`src/rtl/conv_pkg.sv`:
```
// Shared constants and types for the convolution window generator.
package conv_pkg;

  localparam int unsigned DefImgW = 28;
  localparam int unsigned DefImgH = 28;
  localparam int unsigned DefK    = 5;
  localparam int unsigned DefPixW = 8;
  localparam int unsigned WinW    = DefK * DefK * DefPixW;

  typedef logic [DefPixW-1:0] pixel_t;
  typedef logic [WinW-1:0]    window_t;

endpackage

```
`src/rtl/conv_line_buf.sv`:
```
// Single-row delay line: the output is the pixel accepted Depth enables ago.
module conv_line_buf
  import conv_pkg::*;
#(
  parameter int unsigned Depth = DefImgW,
  parameter int unsigned Width = DefPixW
) (
  input  logic             clk_i,
  input  logic             en_i,
  input  logic [Width-1:0] d_i,
  output logic [Width-1:0] q_o
);

  logic [Width-1:0] mem_q [Depth];
  logic [Width-1:0] mem_d [Depth];

  // Shift one position per enabled cycle.
  always_comb begin
    mem_d = mem_q;
    if (en_i) begin
      mem_d[0] = d_i;
      for (int i = 1; i < Depth; i++) begin
        mem_d[i] = mem_q[i-1];
      end
    end
  end

  // Contents need no reset: the counters gate every use of stale data.
  always_ff @(posedge clk_i) begin
    mem_q <= mem_d;
  end

  assign q_o = mem_q[Depth-1];

endmodule

```
`src/rtl/conv_window_gen.sv`:
```
// Streaming KxK window generator over a raster pixel stream (valid positions only).
// Optional build macro CONV_WIN_STRIDE2_EN: emit only windows at even top-left row/col.
module conv_window_gen
  import conv_pkg::*;
#(
  parameter int unsigned IMG_W = DefImgW,
  parameter int unsigned IMG_H = DefImgH,
  parameter int unsigned K     = DefK,
  parameter int unsigned PIX_W = DefPixW
) (
  input  logic                       clk,
  input  logic                       rst_n,
  input  logic                       in_valid,
  output logic                       in_ready,
  input  logic [PIX_W-1:0]           in_pix,
  input  logic                       in_sof,
  output logic                       win_valid,
  input  logic                       win_ready,
  output logic [K*K*PIX_W-1:0]       win_data,
  output logic [$clog2(IMG_H)-1:0]   win_row,
  output logic [$clog2(IMG_W)-1:0]   win_col,
  output logic                       win_last
);

  localparam int unsigned RowW    = $clog2(IMG_H);
  localparam int unsigned ColW    = $clog2(IMG_W);
  localparam int unsigned WinBits = K * K * PIX_W;
  localparam int unsigned NumLb   = K - 1;

  logic [RowW-1:0]    pr_q, pr_d, pos_r, tl_r;
  logic [ColW-1:0]    pc_q, pc_d, pos_c, tl_c;
  logic [WinBits-1:0] shift_q, shift_d;
  logic               win_valid_q, win_valid_d, win_last_q, win_last_d;
  logic [WinBits-1:0] win_data_q, win_data_d;
  logic [RowW-1:0]    win_row_q, win_row_d;
  logic [ColW-1:0]    win_col_q, win_col_d;
  logic               accept, take, complete, emit, last_pos;

  logic [PIX_W-1:0] lb_in [NumLb];
  logic [PIX_W-1:0] lb_q  [NumLb];
  logic [PIX_W-1:0] col   [K];

  assign in_ready = !win_valid_q || win_ready;
  assign accept   = in_valid && in_ready;
  assign take     = win_valid_q && win_ready;

  for (genvar i = 0; i < NumLb; i++) begin : g_lb
    conv_line_buf #(
      .Depth(IMG_W),
      .Width(PIX_W)
    ) u_lb (
      .clk_i(clk),
      .en_i (accept),
      .d_i  (lb_in[i]),
      .q_o  (lb_q[i])
    );
  end

  // Chain the line buffers and form the incoming column (bottom row = live pixel).
  always_comb begin
    lb_in[0] = in_pix;
    for (int i = 1; i < NumLb; i++) begin
      lb_in[i] = lb_q[i-1];
    end
    col[K-1] = in_pix;
    for (int i = 0; i < NumLb; i++) begin
      col[K-2-i] = lb_q[i];
    end
  end

  // Position of the accepted pixel and the raster counters that follow it.
  always_comb begin
    pos_r = in_sof ? '0 : pr_q;
    pos_c = in_sof ? '0 : pc_q;
    pr_d  = pr_q;
    pc_d  = pc_q;
    if (accept) begin
      if (pos_c == ColW'(IMG_W - 1)) begin
        pc_d = '0;
        pr_d = (pos_r == RowW'(IMG_H - 1)) ? '0 : pos_r + 1'b1;
      end else begin
        pc_d = pos_c + 1'b1;
        pr_d = pos_r;
      end
    end
  end

  // Window register array shifts left one column per accepted pixel.
  always_comb begin
    shift_d = shift_q;
    if (accept) begin
      for (int r = 0; r < K; r++) begin
        for (int c = 0; c < K - 1; c++) begin
          shift_d[PIX_W*(r*K+c) +: PIX_W] = shift_q[PIX_W*(r*K+c+1) +: PIX_W];
        end
        shift_d[PIX_W*(r*K+K-1) +: PIX_W] = col[r];
      end
    end
  end

  // Completion, optional stride filter and last-window detection.
  always_comb begin
    tl_r     = pos_r - RowW'(K - 1);
    tl_c     = pos_c - ColW'(K - 1);
    complete = accept && (pos_r >= RowW'(K - 1)) && (pos_c >= ColW'(K - 1));
`ifdef CONV_WIN_STRIDE2_EN
    emit     = complete && !tl_r[0] && !tl_c[0];
    last_pos = (tl_r == RowW'(IMG_H - K - 1)) && (tl_c == ColW'(IMG_W - K - 1));
`else
    emit     = complete;
    last_pos = (tl_r == RowW'(IMG_H - K)) && (tl_c == ColW'(IMG_W - K));
`endif
  end

  // One-deep output stage: retire on take, load on emit (both in one cycle is fine).
  always_comb begin
    win_valid_d = win_valid_q;
    win_data_d  = win_data_q;
    win_row_d   = win_row_q;
    win_col_d   = win_col_q;
    win_last_d  = win_last_q;
    if (take) begin
      win_valid_d = 1'b0;
    end
    if (emit) begin
      win_valid_d = 1'b1;
      win_data_d  = shift_d;
      win_row_d   = tl_r;
      win_col_d   = tl_c;
      win_last_d  = last_pos;
    end
  end

  // State registers with synchronous active-low reset.
  always_ff @(posedge clk) begin
    if (!rst_n) begin
      pr_q        <= '0;
      pc_q        <= '0;
      shift_q     <= '0;
      win_valid_q <= 1'b0;
      win_data_q  <= '0;
      win_row_q   <= '0;
      win_col_q   <= '0;
      win_last_q  <= 1'b0;
    end else begin
      pr_q        <= pr_d;
      pc_q        <= pc_d;
      shift_q     <= shift_d;
      win_valid_q <= win_valid_d;
      win_data_q  <= win_data_d;
      win_row_q   <= win_row_d;
      win_col_q   <= win_col_d;
      win_last_q  <= win_last_d;
    end
  end

  assign win_valid = win_valid_q;
  assign win_data  = win_data_q;
  assign win_row   = win_row_q;
  assign win_col   = win_col_q;
  assign win_last  = win_last_q;

endmodule

```
`config.mk`:
```
export PLATFORM = sky130hd
export DESIGN_NAME = conv_window_gen
export DESIGN_NICKNAME = d
export VERILOG_FILES = /design/src/rtl/conv_pkg.sv /design/src/rtl/conv_line_buf.sv /design/src/rtl/conv_window_gen.sv
export SDC_FILE = /design/constraint.sdc
export NUM_CORES = 1
export LEC_CHECK = 0
export BUFFER_PORTS_ARGS = -buffer_cell sky130_fd_sc_hd__buf_2
export CAP_MARGIN = 0
export CORE_MARGIN = 10
export CORE_UTILIZATION = 60
export CTS_CLUSTER_DIAMETER = 80
export CTS_CLUSTER_SIZE = 12
export DETAILED_ROUTE_END_ITERATION = 8
export HOLD_SLACK_MARGIN = 0.03
export PLACE_DENSITY_LB_ADDON = 0.08
export SETUP_SLACK_MARGIN = 0.3
export SYNTH_ARGS = -nofsm -noshare
export SYNTH_HDL_FRONTEND = slang
export SYNTH_SLANG_ARGS = --single-unit
```
`constraint.sdc`:
```
create_clock -name clk -period 11.2 [get_ports clk]
set_input_delay 1.68 -clock clk [delete_from_list [all_inputs] [get_ports clk]]
set_output_delay 1.68 -clock clk [all_outputs]
set_load 0.01 [all_outputs]
```
==> impl_metrics.env, run 1 <==
export IMPL_syn_avg_cell_area_sq_um=17.24
export IMPL_h_tree_depth=3
export IMPL_final_hold_viol_count=0
export IMPL_routed_wl_um=75210
export IMPL_synthXorXnorAreaFrac_pct=0.07799
export IMPL_clock_fmax_ghz=0.1774
export IMPL_whs_ns=0.4074
export IMPL_area_growth_pct=11.15
export IMPL_yosysWarnings=0
export IMPL_status="complete, no violations"
export IMPL_crit_path_frequent_cell="buf_12"
export IMPL_hold_path_class="flop to flop"
export IMPL_grt_ovfl_total=0
export IMPL_synthFlopType="edfxtp_1"
export IMPL_max_cap_viol_count=0
export IMPL_cts_root_buffer="clkbuf_16"
export IMPL_clock_sinks=1318
export IMPL_p_comb_share_pct=1.7
export IMPL_p_int_uw=7481
export IMPL_viasPerCell=5.425
export IMPL_ant_nets=0
export IMPL_post_cts_repair_setup_buffers=0
export IMPL_drive_above_1_share_pct=18.49
export IMPL_critPathMaxStageDelay_ns=0.83
export IMPL_powerDensity_mw_per_mm2=186.1
export IMPL_p_sw_share_pct=19.51
export IMPL_critical_path_required_ns=11.48
export IMPL_worst_pin_slew_ns=1.210
export IMPL_place_hpwl_um=42470
export IMPL_period_share_pct=50.33
export IMPL_worstPathCellList="buf_8 -> nand2_4 -> inv_16 -> buf_4 -> buf_12 -> buf_12"
export IMPL_pwr_share_seq_pct=59.0
export IMPL_num_io_pins=226
export IMPL_syn_nets=2632
export IMPL_relSlewSlack_pct=19.36
export IMPL_rows=100
export IMPL_drc_errors=0
export IMPL_cts_hold_buf=0
export IMPL_synth_top_family_by_area="compound AO/OA/AOI/OAI gates"
export IMPL_final_area_sq_mm=0.04993
export IMPL_fp_coreArea_sq_mm=0.07432
export IMPL_track_usage_pct=17.49
export IMPL_die_w_um=293.6
export IMPL_cp_max_fo=221
export IMPL_synth_edf_count=896
export IMPL_finalPower_uw=9294
export IMPL_gp_congestion=0.7596
export IMPL_die_area_sq_mm=0.08622
export IMPL_setup_viol=0
export IMPL_yosysSeqAreaShare_pct=78.70
export IMPL_async_flop_share_pct=0
export IMPL_die_height_um=293.6
export IMPL_nets=2829
export IMPL_synth_area_sq_mm=0.04492
export IMPL_crit_type="input port to flop"
export IMPL_pwr_share_clk_pct=39.3
export IMPL_clockBufferDepth=3
export IMPL_crit_family="buffers and inverters"
export IMPL_worstPathBufferInverterCount=5
export IMPL_portBuffers=225
export IMPL_synthAdderAreaFrac_pct=0.3621
export IMPL_cts_buffers=119
export IMPL_tritoncts="yes"
export IMPL_ys_ff_latch=1318
export IMPL_p_leak_uw=0.01934
export IMPL_yosys_area_share_simple_pct=6.353
export IMPL_drtIter0Drc=1518
export IMPL_setup_worst_path_end_class="flop"
export IMPL_vias=21000
export IMPL_n_fill_cell=5054
export IMPL_place_area_sq_mm=0.04650
export IMPL_setup_tns_final_ns=0
export IMPL_ir_drop_mv=0.1225
export IMPL_firstDrtPassIters=5
export IMPL_start_util_pct=60.44
export IMPL_cts_resized=0
export IMPL_arrival_ns=5.92
export IMPL_routedWlPerCell_um=19.43
export IMPL_synth_mux_area_share_pct=5.281
export IMPL_dp_slack_ns=5.037
export IMPL_finalWorstSetupSlack_ns=5.563
export IMPL_synth_compound_area_share_pct=7.041
export IMPL_grt_pass1_wl_um=119600
export IMPL_worstSetupStartpointType="input port"
export IMPL_drv_slew=0
export IMPL_path_clk_slew_ns=0.06
export IMPL_switching_power_uw=1813
export IMPL_grt_antenna_before_repair=5
export IMPL_finClkSkew_ns=0.02025
export IMPL_grt_pass1_vias=20800
export IMPL_clk_latency_ns=0.68
export IMPL_synth_cells=2606
export IMPL_rsz0062_at_grt="false"
export IMPL_yosys_cell_types_count=47
export IMPL_post_route_min_period_ns=5.637
export IMPL_grt_max_degree=254
export IMPL_slowest_stage="buf_4"
[cell type report]
class	instances	area, sq um	area share, %
multi-input combinational	1116	8587	17.20
tap	969	1212	2.428
clock inverter	3	37.54	0.07517
timing repair buffer	239	1301	2.606
antenna	2	5.005	0.01002
sequential	1318	35350	70.80
clock buffer	214	3387	6.783
inverter	9	50.05	0.1002
[worst paths after layout]
check / start / end / slack [ns] / cells past startpoint
max reg2reg: win_valid / g_lb[1].u_lb.mem_q[160] / 6.55 / 6
min reg2reg: g_lb[0].u_lb.mem_q[98] / g_lb[0].u_lb.mem_q[90] / 0.41 / 0
max: in_valid / g_lb[1].u_lb.mem_q[160] / 5.56 / 6
min: g_lb[0].u_lb.mem_q[98] / g_lb[0].u_lb.mem_q[90] / 0.41 / 0
[power by group through the flow]
stage          Sequential [uW]  Combinational, uW  Clock (uW)
4_1_cts                   5490                156        3770
6_report                  5490                154        3650
5_1_grt                   5510                172        3950
3_5_place_dp              5590                156           0
2_1_floorplan             5590                117           0
3_3_place_gp              5590                152           0
[flip-flops by register name (all words and copies together), names as in the netlist]
register / count
g_lb.u_lb.mem_q: 864
shift_q: 200
win_data: 200
g_lb.u_lb.q_o: 32
pc_q: 5
pr_q: 5
win_col: 5
win_row: 5
win_last: 1
win_valid: 1
[cell usage in the layout, fill, tap and decap left out, types with 3 or more instances in the layout]
cell type and instances:
o21ai_0 4, buf_4 10, nand2_1 31, a21boi_1 17, mux2i_1 12, clkbuf_16 121, and3_1 201, a21boi_0 186
nor2b_1 7, mux2_1 35, nand2b_1 9, buf_2 223, and2_1 201, o21a_1 200, ha_1 13, mux2_2 165
edfxtp_1 896, nand3_1 5, xnor2_1 3, clkbuf_1 92, inv_1 8, buf_12 4, dfxtp_1 422
[layer usage]
metal / share of wire, % / global-route usage [%]
met1: 46 / 25.19
met2: 45 / 25.95
met3: 5.5 / 4.412
met4: 2.7 / 5.667
met5: 0 / 0
[worst register-to-register path, delay by kind of cell (launching register included)]
kind	cells	cell delay, ns
buffers and inverters	4	3.09
flip-flops	1	0.33
AND/OR/NAND/NOR	2	0.53
[synth_stat cells, types with 2 or more instances]
| cell | number | area share [%] |
|---|---|---|
| a21boi_0 | 186 | 3.1 |
| a21boi_1 | 17 | 0.28 |
| a22oi_1 | 2 | 0.033 |
| and2_1 | 201 | 2.8 |
| and3_1 | 201 | 2.8 |
| buf_1 | 3 | 0.025 |
| buf_2 | 19 | 0.21 |
| buf_4 | 4 | 0.067 |
| buf_6 | 37 | 0.93 |
| clkbuf_1 | 86 | 0.72 |
| clkbuf_2 | 14 | 0.16 |
| dfxtp_1 | 422 | 19 |
| edfxtp_1 | 896 | 60 |
| ha_1 | 13 | 0.36 |
| inv_1 | 8 | 0.067 |
| mux2_1 | 35 | 0.88 |
| mux2_2 | 165 | 4.1 |
| mux2i_1 | 12 | 0.27 |
| nand2_1 | 31 | 0.26 |
| nand2b_1 | 9 | 0.13 |
| nand3_1 | 5 | 0.056 |
| nand4_1 | 2 | 0.028 |
| nor2_1 | 2 | 0.017 |
| nor2b_1 | 7 | 0.097 |
| nor3_1 | 2 | 0.022 |
| o2111a_1 | 2 | 0.050 |
| o21a_1 | 200 | 3.3 |
| o21ai_0 | 4 | 0.045 |
| xnor2_1 | 3 | 0.058 |
[stage by stage]
stage | utilization (%) | std cells
CTS | 67.18 | 3868
global placement | 62.57 | 3651
finish | 67.19 | 3870
floorplan | - | 2606
detailed placement | 62.57 | 3651
global route | 67.18 | 3869
[cell families (layout without fill, tap and decap cells)]
family,count (synthesis),in the layout
AO/OA/AOI/OAI,421,421
XOR/XNOR,4,4
adder cells (fa/ha/maj),13,13
buffers and inverters,172,465
flip-flops,1318,1318
multiplexers,212,212
other,0,2
AND/OR/NAND/NOR,466,466
Power figures use the tool's default switching activity.
==> run 2, diff against run 1 <==
- CORE_UTILIZATION: 60 -> 54
- clock period: 11.2 -> 4.5 ns (I/O delays scaled with it)
==> impl_metrics.env, run 2 (synthesized netlist as in run 1, its figures left out) <==
export IMPL_clock_fmax_ghz=0.3243
export IMPL_p_int_uw=18700
export IMPL_period_share_pct=68.52
export IMPL_cts_hold_buf=0
export IMPL_routed_wl_um=76860
export IMPL_arrival_ns=2.41
export IMPL_powerDensity_mw_per_mm2=462.3
export IMPL_grt_max_degree=292
export IMPL_grt_pass1_wl_um=120900
export IMPL_post_cts_repair_setup_buffers=0
export IMPL_cts_buffers=119
export IMPL_gp_congestion=0.7478
export IMPL_largest_register_ffs=864
export IMPL_layout_common_cells="896 x edfxtp_1, 422 x dfxtp_1, 223 x buf_2, 201 x and3_1, 201 x and2_1"
export IMPL_hold_path_class="input port to flop"
export IMPL_portBuffers=225
export IMPL_n_fill_cell=6079
export IMPL_clock_sinks=1318
export IMPL_whs_ns=0.2030
export IMPL_ir_drop_mv=0.3349
export IMPL_grt_ovfl_total=0
export IMPL_clockBufferDepth=3
export IMPL_switching_power_uw=4533
export IMPL_hold_end="g_lb[0].u_lb.mem_q[219]"
export IMPL_regMostFlops="g_lb.u_lb.mem_q"
export IMPL_r2r_slack_ns=1.68
export IMPL_place_hpwl_um=43550
export IMPL_final_hold_viol_count=0
export IMPL_worstSetupStartpointType="flop"
export IMPL_num_io_pins=226
export IMPL_start_util_pct=54.62
export IMPL_max_cap_viol_count=0
export IMPL_min_path_cells=1
export IMPL_reg2reg_depth=6
export IMPL_finClkSkew_ns=0.02387
export IMPL_grt_pass1_vias=20990
export IMPL_tritoncts="yes"
export IMPL_track_usage_pct=15.92
export IMPL_p_leak_uw=0.01943
export IMPL_status="complete, no violations"
export IMPL_rows=105
export IMPL_r2r_end="win_data[155]"
export IMPL_firstDrtPassIters=5
export IMPL_drive_above_1_share_pct=18.67
export IMPL_viasPerCell=5.286
export IMPL_area_growth_pct=11.87
export IMPL_setup_viol=0
export IMPL_die_area_sq_mm=0.09513
export IMPL_h_tree_depth=3
export IMPL_path_clk_slew_ns=0.06
export IMPL_worst_pin_slew_ns=1.148
export IMPL_pwr_share_seq_pct=58.8
export IMPL_nets=2835
export IMPL_cts_resized=0
export IMPL_drtIter0Drc=1640
export IMPL_die_w_um=308.4
export IMPL_post_route_min_period_ns=3.083
export IMPL_cp_max_fo=219
export IMPL_final_common_cell="edfxtp_1"
export IMPL_die_height_um=308.4
export IMPL_ant_nets=0
export IMPL_setup_worst_path_end_class="output port"
export IMPL_relSlewSlack_pct=23.48
export IMPL_setup_tns_final_ns=0
export IMPL_fp_coreArea_sq_mm=0.08224
export IMPL_pwr_share_clk_pct=39.5
export IMPL_critical_path_required_ns=3.83
export IMPL_vias=21040
export IMPL_hp_start="in_pix[3]"
export IMPL_drv_slew=0
export IMPL_rsz0062_at_grt="false"
export IMPL_routedWlPerCell_um=19.31
export IMPL_p_sw_share_pct=19.51
export IMPL_grt_antenna_before_repair=2
export IMPL_crit_type="flop to output port"
export IMPL_drc_errors=0
export IMPL_r2r_start="win_valid"
export IMPL_p_comb_share_pct=1.7
export IMPL_cts_root_buffer="clkbuf_16"
export IMPL_clk_latency_ns=0.67
[run 2: cell count changes in the layout (fill, tap and decap cells not counted), sizes merged]
cell / previous run / this run
buf: 239 / 245
clkbuf: 214 / 218
clkinv: 0 / 1
diode: 2 / 3
inv: 12 / 10
[run 2: power groups by stage]
stage	registers, uW	logic [uW]	clock network [uW]
after floorplan	13800	293	0
after global placement	13900	397	0
after detailed placement	13900	408	0
after CTS	13700	406	9520
after global routing	13700	445	9960
final	13700	399	9180
[run 2: per-layer routing]
layer | part of all wire, % | GRT usage (%) | routed length (um) | up-vias
li1 | - | - | - | 10020
met1 | 48 | 23.26 | 36970 | 10600
met3 | 5.0 | 4.042 | 3846 | 109
met4 | 1.9 | 4.042 | 1462 | 0
met2 | 45 | 23.64 | 34580 | 309
met5 | 0 | 0 | 0 | -
[run 2: layout make-up]
cell class                 count  area (sq um)  area share (%)
antenna                        3         7.507         0.01494
clock buffer                 218          3445           6.854
clock inverter                 2         28.78         0.05726
inverter                       9         60.06          0.1195
multi-input combinational   1116          8587           17.09
sequential                  1318         35350           70.35
tap                         1070          1339           2.664
timing repair buffer         245          1434           2.853
[run 2: metrics by stage]
stage               total power, uW  cell area [sq um]  setup WS, ns  util, %  instances
global placement              14300              46770         1.255    56.87       3758
finish                        23230              50250         1.417    61.11       3981
floorplan                     14140              44940        0.5638        -       2606
CTS                           23580              50250         1.141    61.10       3978
global route                  24100              50250         1.120    61.10       3978
detailed placement            14310              46770         1.166    56.87       3758
[run 2: critical path: stages (launching register included)]
cell and delay, ns:
dfxtp_1 0.33, nand2b_4 0.09, buf_4 0.56, buf_12 0.43
buf_2 0.26
[run 2: how the worst max path moves through the flow]
stage / startpoint / endpoint / slack, ns / depth (start not counted)
after global placement: in_valid / win_data[176] / 1.25 / 6
after global routing: win_valid / in_ready / 1.12 / 4
after floorplan: win_ready / win_data[191] / 0.56 / 8
final: win_valid / in_ready / 1.42 / 4
after CTS: win_valid / in_ready / 1.14 / 4
after detailed placement: in_valid / win_data[169] / 1.17 / 6
